File: src/rtl/snn_layer_if.sv
// Bundles the per-window stimulus and winner-take-all result of snn_layer.
interface snn_layer_if #(
  parameter int NUM_SPIKES      = 16,
  parameter int LOG_NEURONS     = 2,
  parameter int LOG_TIME_PERIOD = 3
);
  logic                                        training;
  logic [LOG_TIME_PERIOD:0]                    time_val;
  logic [NUM_SPIKES*(LOG_TIME_PERIOD+1)-1:0]   spike_times;
  logic [LOG_TIME_PERIOD:0]                    output_spike_time;
  logic [LOG_NEURONS:0]                        winning_neuron;

  modport master (
    output training, time_val, spike_times,
    input  output_spike_time, winning_neuron
  );

  modport slave (
    input  training, time_val, spike_times,
    output output_spike_time, winning_neuron
  );
endinterface

File: src/rtl/snn_layer.sv
// Spike-time-coded fully-connected layer with winner-take-all output.
// Optional STDP weight learning is built when the STDP_EN macro is defined.
module snn_layer #(
  parameter int NUM_SPIKES      = 16,
  parameter int NUM_NEURONS     = 4,
  parameter int LOG_NEURONS     = 2,
  parameter int WBITS           = 3,
  parameter int TIME_PERIOD     = 8,
  parameter int LOG_TIME_PERIOD = 3,
  parameter int THRESHOLD       = 16
) (
  input logic        clk,
  input logic        rst_l,
  snn_layer_if.slave bus
);
  localparam int TW = LOG_TIME_PERIOD + 1;
  localparam int PW = WBITS + $clog2(NUM_SPIKES) + 1;
  localparam int NW = LOG_NEURONS + 1;
  localparam logic [TW-1:0]    TP      = TW'(TIME_PERIOD);
  localparam logic [TW-1:0]    T_LAST  = TW'(TIME_PERIOD - 1);
  localparam logic [PW-1:0]    THR     = PW'(THRESHOLD);
  localparam logic [NW-1:0]    NO_WIN  = NW'(NUM_NEURONS);

  logic [TW-1:0]    spike_t  [NUM_SPIKES];
  logic [NUM_SPIKES-1:0] active;
  logic [WBITS-1:0] weight   [NUM_NEURONS][NUM_SPIKES];
  logic [PW-1:0]    potential[NUM_NEURONS];
  logic [TW-1:0]    ft_q     [NUM_NEURONS];
  logic [TW-1:0]    ft_d     [NUM_NEURONS];
  logic [TW-1:0]    ft_final [NUM_NEURONS];
  logic [NW-1:0]    win_idx;
  logic [TW-1:0]    win_time;
  logic [NW-1:0]    winner_q;
  logic [TW-1:0]    out_time_q;
  logic             window_end;
  logic             time_legal;

  assign window_end = (bus.time_val == T_LAST);
  assign time_legal = (bus.time_val < TP);

  genvar gi;
  generate
    for (gi = 0; gi < NUM_SPIKES; gi++) begin : g_input
      assign spike_t[gi] = bus.spike_times[gi*TW +: TW];
      assign active[gi]  = (spike_t[gi] < TP) && (spike_t[gi] <= bus.time_val);
    end
  endgenerate

  // Step-response potential: every input that has already spiked contributes its weight.
  always_comb begin
    for (int j = 0; j < NUM_NEURONS; j++) begin
      potential[j] = '0;
      for (int i = 0; i < NUM_SPIKES; i++) begin
        if (active[i]) potential[j] = potential[j] + PW'(weight[j][i]);
      end
    end
  end

  // ft_final folds in this cycle's crossing so the window-end decision sees it.
  always_comb begin
    for (int j = 0; j < NUM_NEURONS; j++) begin
      ft_final[j] = ft_q[j];
      if ((ft_q[j] == TP) && time_legal && (potential[j] >= THR)) ft_final[j] = bus.time_val;
      ft_d[j] = window_end ? TP : ft_final[j];
    end
  end

  // Strict less-than keeps the lowest index on ties.
  always_comb begin
    win_idx  = NO_WIN;
    win_time = TP;
    for (int j = 0; j < NUM_NEURONS; j++) begin
      if (ft_final[j] < win_time) begin
        win_idx  = NW'(j);
        win_time = ft_final[j];
      end
    end
  end

  always_ff @(posedge clk or negedge rst_l) begin
    if (!rst_l) begin
      for (int j = 0; j < NUM_NEURONS; j++) ft_q[j] <= TP;
      winner_q   <= NO_WIN;
      out_time_q <= TP;
    end else begin
      for (int j = 0; j < NUM_NEURONS; j++) ft_q[j] <= ft_d[j];
      if (window_end) begin
        winner_q   <= win_idx;
        out_time_q <= win_time;
      end
    end
  end

  assign bus.winning_neuron    = winner_q;
  assign bus.output_spike_time = out_time_q;

`ifdef STDP_EN
  localparam logic [WBITS-1:0] WMAX = {WBITS{1'b1}};

  logic [WBITS-1:0] w_q [NUM_NEURONS][NUM_SPIKES];
  logic [WBITS-1:0] w_d [NUM_NEURONS][NUM_SPIKES];

  // Only the winner learns: causal inputs strengthen, late or silent ones weaken.
  always_comb begin
    w_d = w_q;
    if (bus.training && window_end && (win_idx != NO_WIN)) begin
      for (int j = 0; j < NUM_NEURONS; j++) begin
        if (NW'(j) == win_idx) begin
          for (int i = 0; i < NUM_SPIKES; i++) begin
            if ((spike_t[i] < TP) && (spike_t[i] <= win_time)) begin
              if (w_q[j][i] != WMAX) w_d[j][i] = w_q[j][i] + WBITS'(1);
            end else begin
              if (w_q[j][i] != '0) w_d[j][i] = w_q[j][i] - WBITS'(1);
            end
          end
        end
      end
    end
  end

  always_ff @(posedge clk or negedge rst_l) begin
    if (!rst_l) begin
      for (int j = 0; j < NUM_NEURONS; j++)
        for (int i = 0; i < NUM_SPIKES; i++)
          w_q[j][i] <= WBITS'(i + 3*j);
    end else begin
      w_q <= w_d;
    end
  end

  assign weight = w_q;
`else
  genvar gk;
  generate
    for (gi = 0; gi < NUM_NEURONS; gi++) begin : g_wrow
      for (gk = 0; gk < NUM_SPIKES; gk++) begin : g_wcol
        assign weight[gi][gk] = WBITS'(gk + 3*gi);
      end
    end
  endgenerate
`endif
endmodule

File: src/flat_wrapper.sv
// flat-port wrapper written by rule: the top's interface ports become plain ports
module snn_layer_flat 
#(
  parameter int NUM_SPIKES      = 16,
  parameter int NUM_NEURONS     = 4,
  parameter int LOG_NEURONS     = 2,
  parameter int WBITS           = 3,
  parameter int TIME_PERIOD     = 8,
  parameter int LOG_TIME_PERIOD = 3,
  parameter int THRESHOLD       = 16
)
  (clk, rst_l, bus_training, bus_time_val, bus_spike_times, bus_output_spike_time, bus_winning_neuron);
  snn_layer_if #(.NUM_SPIKES(NUM_SPIKES), .LOG_NEURONS(LOG_NEURONS), .LOG_TIME_PERIOD(LOG_TIME_PERIOD)) bus_i ();
  input logic clk;
  input logic rst_l;
  input wire logic [$bits(bus_i.training)-1:0] bus_training;
  input wire logic [$bits(bus_i.time_val)-1:0] bus_time_val;
  input wire logic [$bits(bus_i.spike_times)-1:0] bus_spike_times;
  output wire logic [$bits(bus_i.output_spike_time)-1:0] bus_output_spike_time;
  output wire logic [$bits(bus_i.winning_neuron)-1:0] bus_winning_neuron;
  assign bus_i.training = bus_training;
  assign bus_i.time_val = bus_time_val;
  assign bus_i.spike_times = bus_spike_times;
  assign bus_output_spike_time = bus_i.output_spike_time;
  assign bus_winning_neuron = bus_i.winning_neuron;
  snn_layer #(.NUM_SPIKES(NUM_SPIKES), .NUM_NEURONS(NUM_NEURONS), .LOG_NEURONS(LOG_NEURONS), .WBITS(WBITS), .TIME_PERIOD(TIME_PERIOD), .LOG_TIME_PERIOD(LOG_TIME_PERIOD), .THRESHOLD(THRESHOLD)) u_core (.clk(clk), .rst_l(rst_l), .bus(bus_i));
endmodule
File: config.mk
export PLATFORM = sky130hd
export DESIGN_NAME = snn_layer_flat
export DESIGN_NICKNAME = d
export VERILOG_FILES = /design/src/rtl/snn_layer_if.sv /design/src/rtl/snn_layer.sv /design/src/flat_wrapper.sv
export SDC_FILE = /design/constraint.sdc
export NUM_CORES = 1
export LEC_CHECK = 0
export ABC_CLOCK_PERIOD_IN_PS = 4600
export BUFFER_PORTS_ARGS = -buffer_cell sky130_fd_sc_hd__buf_4
export CORE_UTILIZATION = 55
export DETAILED_ROUTE_END_ITERATION = 8
export GPL_ROUTABILITY_DRIVEN = 0
export GPL_TIMING_DRIVEN = 0
export PLACE_DENSITY = 0.77
export SETUP_SLACK_MARGIN = 0.4
export SLEW_MARGIN = 20
export SYNTH_ARGS = -nofsm -noshare
export SYNTH_HDL_FRONTEND = slang
export SYNTH_SLANG_ARGS = --single-unit
export TNS_END_PERCENT = 20
File: constraint.sdc
create_clock -name clk -period 4.6 [get_ports clk]
set_input_delay 0.23 -clock clk [delete_from_list [all_inputs] [get_ports clk]]
set_output_delay 0.23 -clock clk [all_outputs]
set_load 0.1 [all_outputs]
==> results.py, run 1 <==
metrics = {
    "sta": {
        "final-max-slew-violation-count": 0,
        "clock.fmax_ghz": 0.0856,
        "hold_slack_ps": 329,
        "rsz0062_at_grt": "true",
        "fin_skew_ps": 6.34,
        "min_period_ps": 11690,
        "setup_viol": 23,
        "worst_slew_pin_slew_ps": 949,
        "slew_headroom_pct": 36.7,
        "hold_viol": 0,
        "fin_crit_sh_pct": 254,
        "finalWorstSetupSlack_ps": -7090,
    },
    "yosys": {
        "async_flop_share_pct": 100,
        "synth_cells": 1288,
        "synth.distinct_cells": 118,
        "synth_edf_count": 0,
        "syn-cell-area_um2": 9800,
        "avgSynthCellArea_um2": 7.61,
        "synth_seq_area_share_pct": 5.95,
        "ys.flop_type": "dfrtp_1",
        "ys_top_cells_by_area": "ha_1 16%, xnor2_1 7.3%, nor2_1 4.4%",
        "synth_top_area_share_pct": 16.1,
        "ys_seq_elements": 23,
        "yosysMostFrequentCell": "ha_1",
        "yosys_warnings": 0,
        "yosysTopAreaCell": "ha_1",
        "syn_nets": 1485,
        "netlist_top_cells_count": "126 x ha_1, 114 x nor2_1, 85 x nand2_1, 82 x xnor2_1, 64 x inv_1",
    },
    "worst_setup_path": {
        "critical_path.max_fanout": 5,
        "cp_data_required_time_ps": 4780,
        "timing.rr.end": "u_core.bus.winning_neuron[1]$_DFFE_PN0N_",
        "ff2ff_path_depth": 30,
        "arrival_ps": 11870,
        "r2r_start": "u_core.ft_q[10]$_DFF_PN0_",
        "start_kind": "primary input",
        "cpPeakStageDelay_ps": 580,
        "critPathCaptureType": "register",
        "cpMostUsedCell": "ha_4",
        "r2r_slack_ps": -850,
        "slowest_stage": "or4_4",
        "critPathKind": "primary input to register",
    },
    "place": {
        "placed_cells": 1589,
        "hpwl_mm": 21.6,
        "place.port_buffers": 76,
    },
    "hold_path": {
        "hp-start": "bus_time_val[2]",
        "min_path_cells": 3,
        "hp-class": "primary input to register",
        "hold_end": "u_core.ft_q[6]$_DFF_PN0_",
    },
    "route": {
        "ant_nets": 0,
        "drt_wl_total_mm": 33.0,
        "dr.pass1.iters": 6,
        "wl_per_cell_um": 19.4,
        "viasPerCell": 6.59,
        "drc_errors": 0,
        "vias": 11200,
        "drt_iter0_markers": 1011,
    },
    "grt": {
        "grt_antenna_before_repair": 0,
        "grt_pass1_vias": 10200,
        "grt_usage_pct": 32.9,
        "grt_pass1_wl_mm": 48.9,
        "grt_max_degree": 24,
        "grt-ovfl-total": 0,
    },
    "cts": {
        "insertion_delay_ps": 270,
        "root_buffer": "clkbuf_16",
        "htree_levels": 1,
        "cts_tree": "yes",
        "clk_pin_slew_ps": 60,
        "cts_max_path_buffers": 2,
        "cts_buffers": 3,
        "cts.sinks": 23,
    },
    "pwr": {
        "max-vdd-ir-drop_mv": 1.08,
        "power_mw": 8.64,
        "p_per_area_nw_per_um2": 678,
        "leakage_nw": 5.35,
    },
    "cells_and_area": {
        "fin_nets": 1675,
        "fillers": 1286,
        "num_antenna_cells": 0,
        "layout-drive-gt1-share_pct": 30.5,
        "area_delta_synth_final_pct": 30.0,
        "fin_cells": 1702,
    },
    "die": {
        "die_area_um2": 18400,
        "die_h_um": 135,
        "boundaryPins": 78,
        "num_rows": 48,
        "core_um2": 17400,
        "die_w_um": 135,
        "initial_core_util_pct": 56.4,
    },
    "outcome": {
        "violations": "negative setup slack",
        "status": "finished, violations left",
    },
    "flow_run": {
        "maxCapViolations": 0,
    },
}
==> cells in the final DEF (no fill, tap or decap), drive strengths merged, types with 31 or more instances in the layout <==
master	count
buf	197
ha	126
nor2	119
xnor2	91
nand2	85
o21ai	72
a21oi	66
inv	65
nand3	44
nor3	43
clkbuf	33
xor2	31
==> critical path: cells and delay by family <==
kind                       cells  cell delay, ps
buffers and inverters         12            1330
AOI/OAI and AO/OA             21            4120
muxes                          2             490
xor gates and xnor gates       4             700
and+or+nand+nor               17            2940
adders and majority gates      9            2100
==> cell type report <==
type	count	area, um^2	share of cell area [%]
multi-input combinational	1154	9830	77.2
clock buffer	4	78.8	0.619
timing repair buffer	185	1450	11.4
inverter	69	282	2.21
tap	225	282	2.21
sequential	23	583	4.58
buffer	42	230	1.81
==> layer usage <==
metal	global-route usage [%]	routed length, um	up-vias
li1	-	-	5207
met1	42.2	13700	5358
met2	54.9	15200	526
met3	4.45	2430	131
met4	14.2	1720	0
met5	0	0	-
==> state kept, by name (all words and copies together), names as in the netlist <==
register	cells
u_core.bus.winning_neuron	3
u_core.ft_q	16
u_core.bus.output_spike_time	4
==> what timing repair did <==
action	4_1_cts	5_1_grt
cloned	0	0
buffers inserted	79	29
pin swaps	55	69
endpoints found under the hold margin	17	0
endpoints found under the setup margin	23	23
hold buffers	1	0
resized for setup	102	79
==> metrics by stage <==
stage / setup TNS [ps] / utilization (%) / instance area (um^2) / worst slack [ps]
after floorplan: -93200 / - / 10100 / -6320
after global placement: -126440 / 62.9 / 10900 / -8010
after detailed placement: -130850 / 62.9 / 10900 / -8360
after CTS: -97470 / 70.0 / 12100 / -6510
after global routing: -112260 / 73.4 / 12700 / -7410
final: -104720 / 73.4 / 12700 / -7090
==> cells by family after synthesis <==
| group | after synthesis | share of synthesized area (%) |
|---|---|---|
| and+or+nand+nor | 490 | 27.1 |
| AOI/OAI and AO/OA | 367 | 27.9 |
| adders and majority gates | 129 | 16.4 |
| xor gates and xnor gates | 128 | 13.7 |
| buffers and inverters | 111 | 4.60 |
| muxes | 40 | 4.34 |
| DFF | 23 | 5.95 |
==> power breakdown <==
part | switching [mW] | internal [mW] | leakage (nW)
clock | 0.0780 | 0.119 | 0.0382
combinational | 4.44 | 3.60 | 5.03
sequential | 0.0836 | 0.314 | 0.276
total | 4.60 | 4.03 | 5.35
==> how the worst max path moves through the flow <==
stage	start	endpoint	slack [ps]	cells after the start
detailed placement	bus_time_val[1]	u_core.bus.output_spike_time[2]$_DFFE_PN0N_	-8360	58
floorplan	bus_time_val[1]	u_core.bus.output_spike_time[2]$_DFFE_PN0N_	-6320	59
CTS	bus_time_val[1]	u_core.bus.output_spike_time[2]$_DFFE_PN0N_	-6510	62
finish	bus_time_val[1]	u_core.bus.winning_neuron[1]$_DFFE_PN0N_	-7090	65
global placement	bus_time_val[1]	u_core.bus.output_spike_time[2]$_DFFE_PN0N_	-8010	55
global route	bus_time_val[1]	u_core.bus.winning_neuron[1]$_DFFE_PN0N_	-7410	65
No activity file was read; power rests on OpenSTA's default activity.
==> run 2: changes to the inputs <==
--- a/config.mk
+++ b/config.mk
@@ -13,6 +13,7 @@
 export GPL_TIMING_DRIVEN = 0
 export PLACE_DENSITY = 0.77
 export SETUP_SLACK_MARGIN = 0.4
+export SKIP_CTS_REPAIR_TIMING = 1
 export SLEW_MARGIN = 20
 export SYNTH_ARGS = -nofsm -noshare
 export SYNTH_HDL_FRONTEND = slang
==> run 2 against run 1 <==
Effect of this change:
- the run still ends with negative setup slack left
- critical endpoint is now u_core.bus.output_spike_time[2]$_DFFE_PN0N_
- sequential power decreased by 2%
- clock power about the same
- design area decreased by 4.0%
- sequential share of layout area increased by 0.19 points
- total power decreased by 13%
- critical path depth decreased by 6
- register-to-register slack improved by 260 ps
- first-iteration DRC count decreased by 15%
- combinational power decreased by 14%
- core utilization decreased by 2.9 points
- non-clock buffer count decreased by 33
==> results.py, run 2 (synthesis gave the netlist of run 1 again) <==
metrics = {
    "sta": {
        "setup_viol": 23,
        "final-max-slew-violation-count": 0,
        "slew_headroom_pct": 38.4,
        "fin_skew_ps": 5.44,
        "rsz0062_at_grt": "true",
        "hold_slack_ps": 321,
        "finalWorstSetupSlack_ps": -7020,
        "clock.fmax_ghz": 0.0861,
        "worst_slew_pin_slew_ps": 924,
        "min_period_ps": 11620,
        "hold_viol": 0,
        "fin_crit_sh_pct": 253,
    },
    "cells_and_area": {
        "largest-register": "u_core.ft_q",
        "layout-drive-gt1-share_pct": 26.0,
        "area_delta_synth_final_pct": 24.8,
        "fin_nets": 1643,
        "num_antenna_cells": 0,
        "fin_util_pct": 70.5,
        "layout_common_cells": "143 x buf_4, 111 x nor2_1, 111 x ha_1",
        "largest_reg_flops": 16,
        "layout_commonest_cell": "buf_4",
        "fillers": 1381,
    },
    "worst_setup_path": {
        "critPathKind": "primary input to register",
        "cpMostUsedCell": "ha_4",
        "startpoint": "bus_time_val[3]",
        "start_kind": "primary input",
        "cp_data_required_time_ps": 4780,
        "slowest_stage": "or4_4",
        "critPathTopFamily": "compound AO/OA/AOI/OAI gates",
        "crit_cells": 59,
        "cp_num_buf_inv": 11,
        "cpPeakStageDelay_ps": 560,
        "arrival_ps": 11800,
        "r2r_start": "u_core.ft_q[13]$_DFF_PN0_",
        "ff2ff_path_depth": 19,
        "critPathCaptureType": "register",
        "critical_path.max_fanout": 8,
    },
    "route": {
        "drc_errors": 0,
        "dr_wl_met3_mm": 1.90,
        "dr.pass1.iters": 7,
        "wl_per_cell_um": 17.7,
        "vias": 10800,
        "top_layer": "met4",
        "drt_iter0_markers": 861,
        "met1_length_mm": 13.1,
        "ant_nets": 0,
        "viasPerCell": 6.45,
        "wl_met2_mm": 14.0,
        "drt_wl_total_mm": 29.6,
    },
    "pwr": {
        "internal-power_mw": 3.49,
        "power_switching_mw": 4.04,
        "leakage_nw": 5.16,
        "p_clk_share_pct": 2.6,
        "p_per_area_nw_per_um2": 616,
        "max-vdd-ir-drop_mv": 1.04,
        "swShare_pct": 53.7,
        "combPwrFrac_pct": 92.3,
        "power_frac_seq_pct": 5.2,
    },
    "outcome": {
        "violations": "negative setup slack",
        "status": "finished, violations left",
    },
    "cts": {
        "htree_levels": 1,
        "insertion_delay_ps": 260,
        "clk_pin_slew_ps": 60,
        "cts.sinks": 23,
        "cts_tree": "yes",
        "cts_buffers": 3,
        "root_buffer": "clkbuf_16",
        "cts_max_path_buffers": 2,
    },
    "grt": {
        "grt_usage_pct": 29.2,
        "grt-ovfl-total": 0,
        "grt_pass1_wl_mm": 44.0,
        "grt_pass1_vias": 9234,
        "grt_antenna_before_repair": 0,
        "grt_max_degree": 24,
    },
    "die": {
        "initial_core_util_pct": 56.4,
        "die_h_um": 135,
        "die_w_um": 135,
        "num_rows": 48,
        "die_area_um2": 18400,
        "boundaryPins": 78,
        "core_um2": 17400,
    },
    "place": {
        "dp_slack_ps": -8360,
        "hpwl_mm": 21.6,
        "place.port_buffers": 76,
    },
    "hold_path": {
        "hp-class": "primary input to register",
        "hp-start": "bus_time_val[1]",
        "min_path_cells": 4,
    },
    "flow_run": {
        "maxCapViolations": 0,
    },
}
-- run 2: cell types whose count changed in the layout (fill, tap and decap cells not counted), moves of 3 or more --
cell,previous run,this run
buf_4,175,143
nor2_1,106,111
a21oi_1,51,55
ha_1,107,111
inv_1,53,57
nor2_2,9,5
o21ai_0,45,49
o21ai_2,9,5
ha_4,17,14
nand2_1,80,83
nand2_2,4,1
xor2_1,20,23
xor2_2,11,8
-- run 2: per-layer routing --
metal  vias to the layer above  GRT usage (%)
met2                       400           48.8
met1                      5152           41.0
met5                         -              0
met4                         0           4.68
met3                        58           2.69
li1                       5155              -
-- run 2: stage by stage --
step	std cells	setup TNS, ps	total power [mW]	cell area [um^2]
2_1_floorplan	1288	-93200	5.03	10100
3_3_place_gp	1589	-126440	5.92	10900
3_5_place_dp	1589	-130850	6.06	10900
4_1_cts	1593	-125890	6.30	11000
5_1_grt	1670	-115450	8.15	12200
6_report	1670	-106020	7.53	12200
-- run 2: layout make-up --
class                           count  area (um^2)  share of cell area, %
Inverter                           69          277                   2.26
Clock buffer                        4         78.8                  0.645
Multi-Input combinational cell   1154         9570                   78.3
Tap cell                          225          282                   2.30
Buffer                             42          221                   1.81
Timing Repair Buffer              152         1210                   9.89
Timing Repair inverter              1         5.00                 0.0409
Sequential cell                    23          583                   4.77
-- run 2: worst min-delay path: stages --
cell	delay, ps
buf_12	80
buf_4	100
a21oi_1	50
nor2_1	80
-- run 2: path summary, 6_finish.rpt --
kind	to	slack, ps
worst min register to register	u_core.bus.output_spike_time[0]$_DFFE_PN0N_	490
max in group asynchronous	u_core.ft_q[7]$_DFF_PN1_	3900
worst max register to register	u_core.bus.output_spike_time[2]$_DFFE_PN0N_	-590
worst max-delay path	u_core.bus.output_spike_time[2]$_DFFE_PN0N_	-7020
worst min-delay path	u_core.ft_q[13]$_DFF_PN0_	320
min in group asynchronous	u_core.ft_q[1]$_DFF_PN0_	400
-- run 2: power groups by stage --
stage,sequential (mW),clock [mW],combinational (mW)
2_1_floorplan,0.564,0,4.46
3_3_place_gp,0.371,0,5.55
3_5_place_dp,0.374,0,5.69
4_1_cts,0.373,0.195,5.73
5_1_grt,0.395,0.201,7.55
6_report,0.389,0.194,6.95
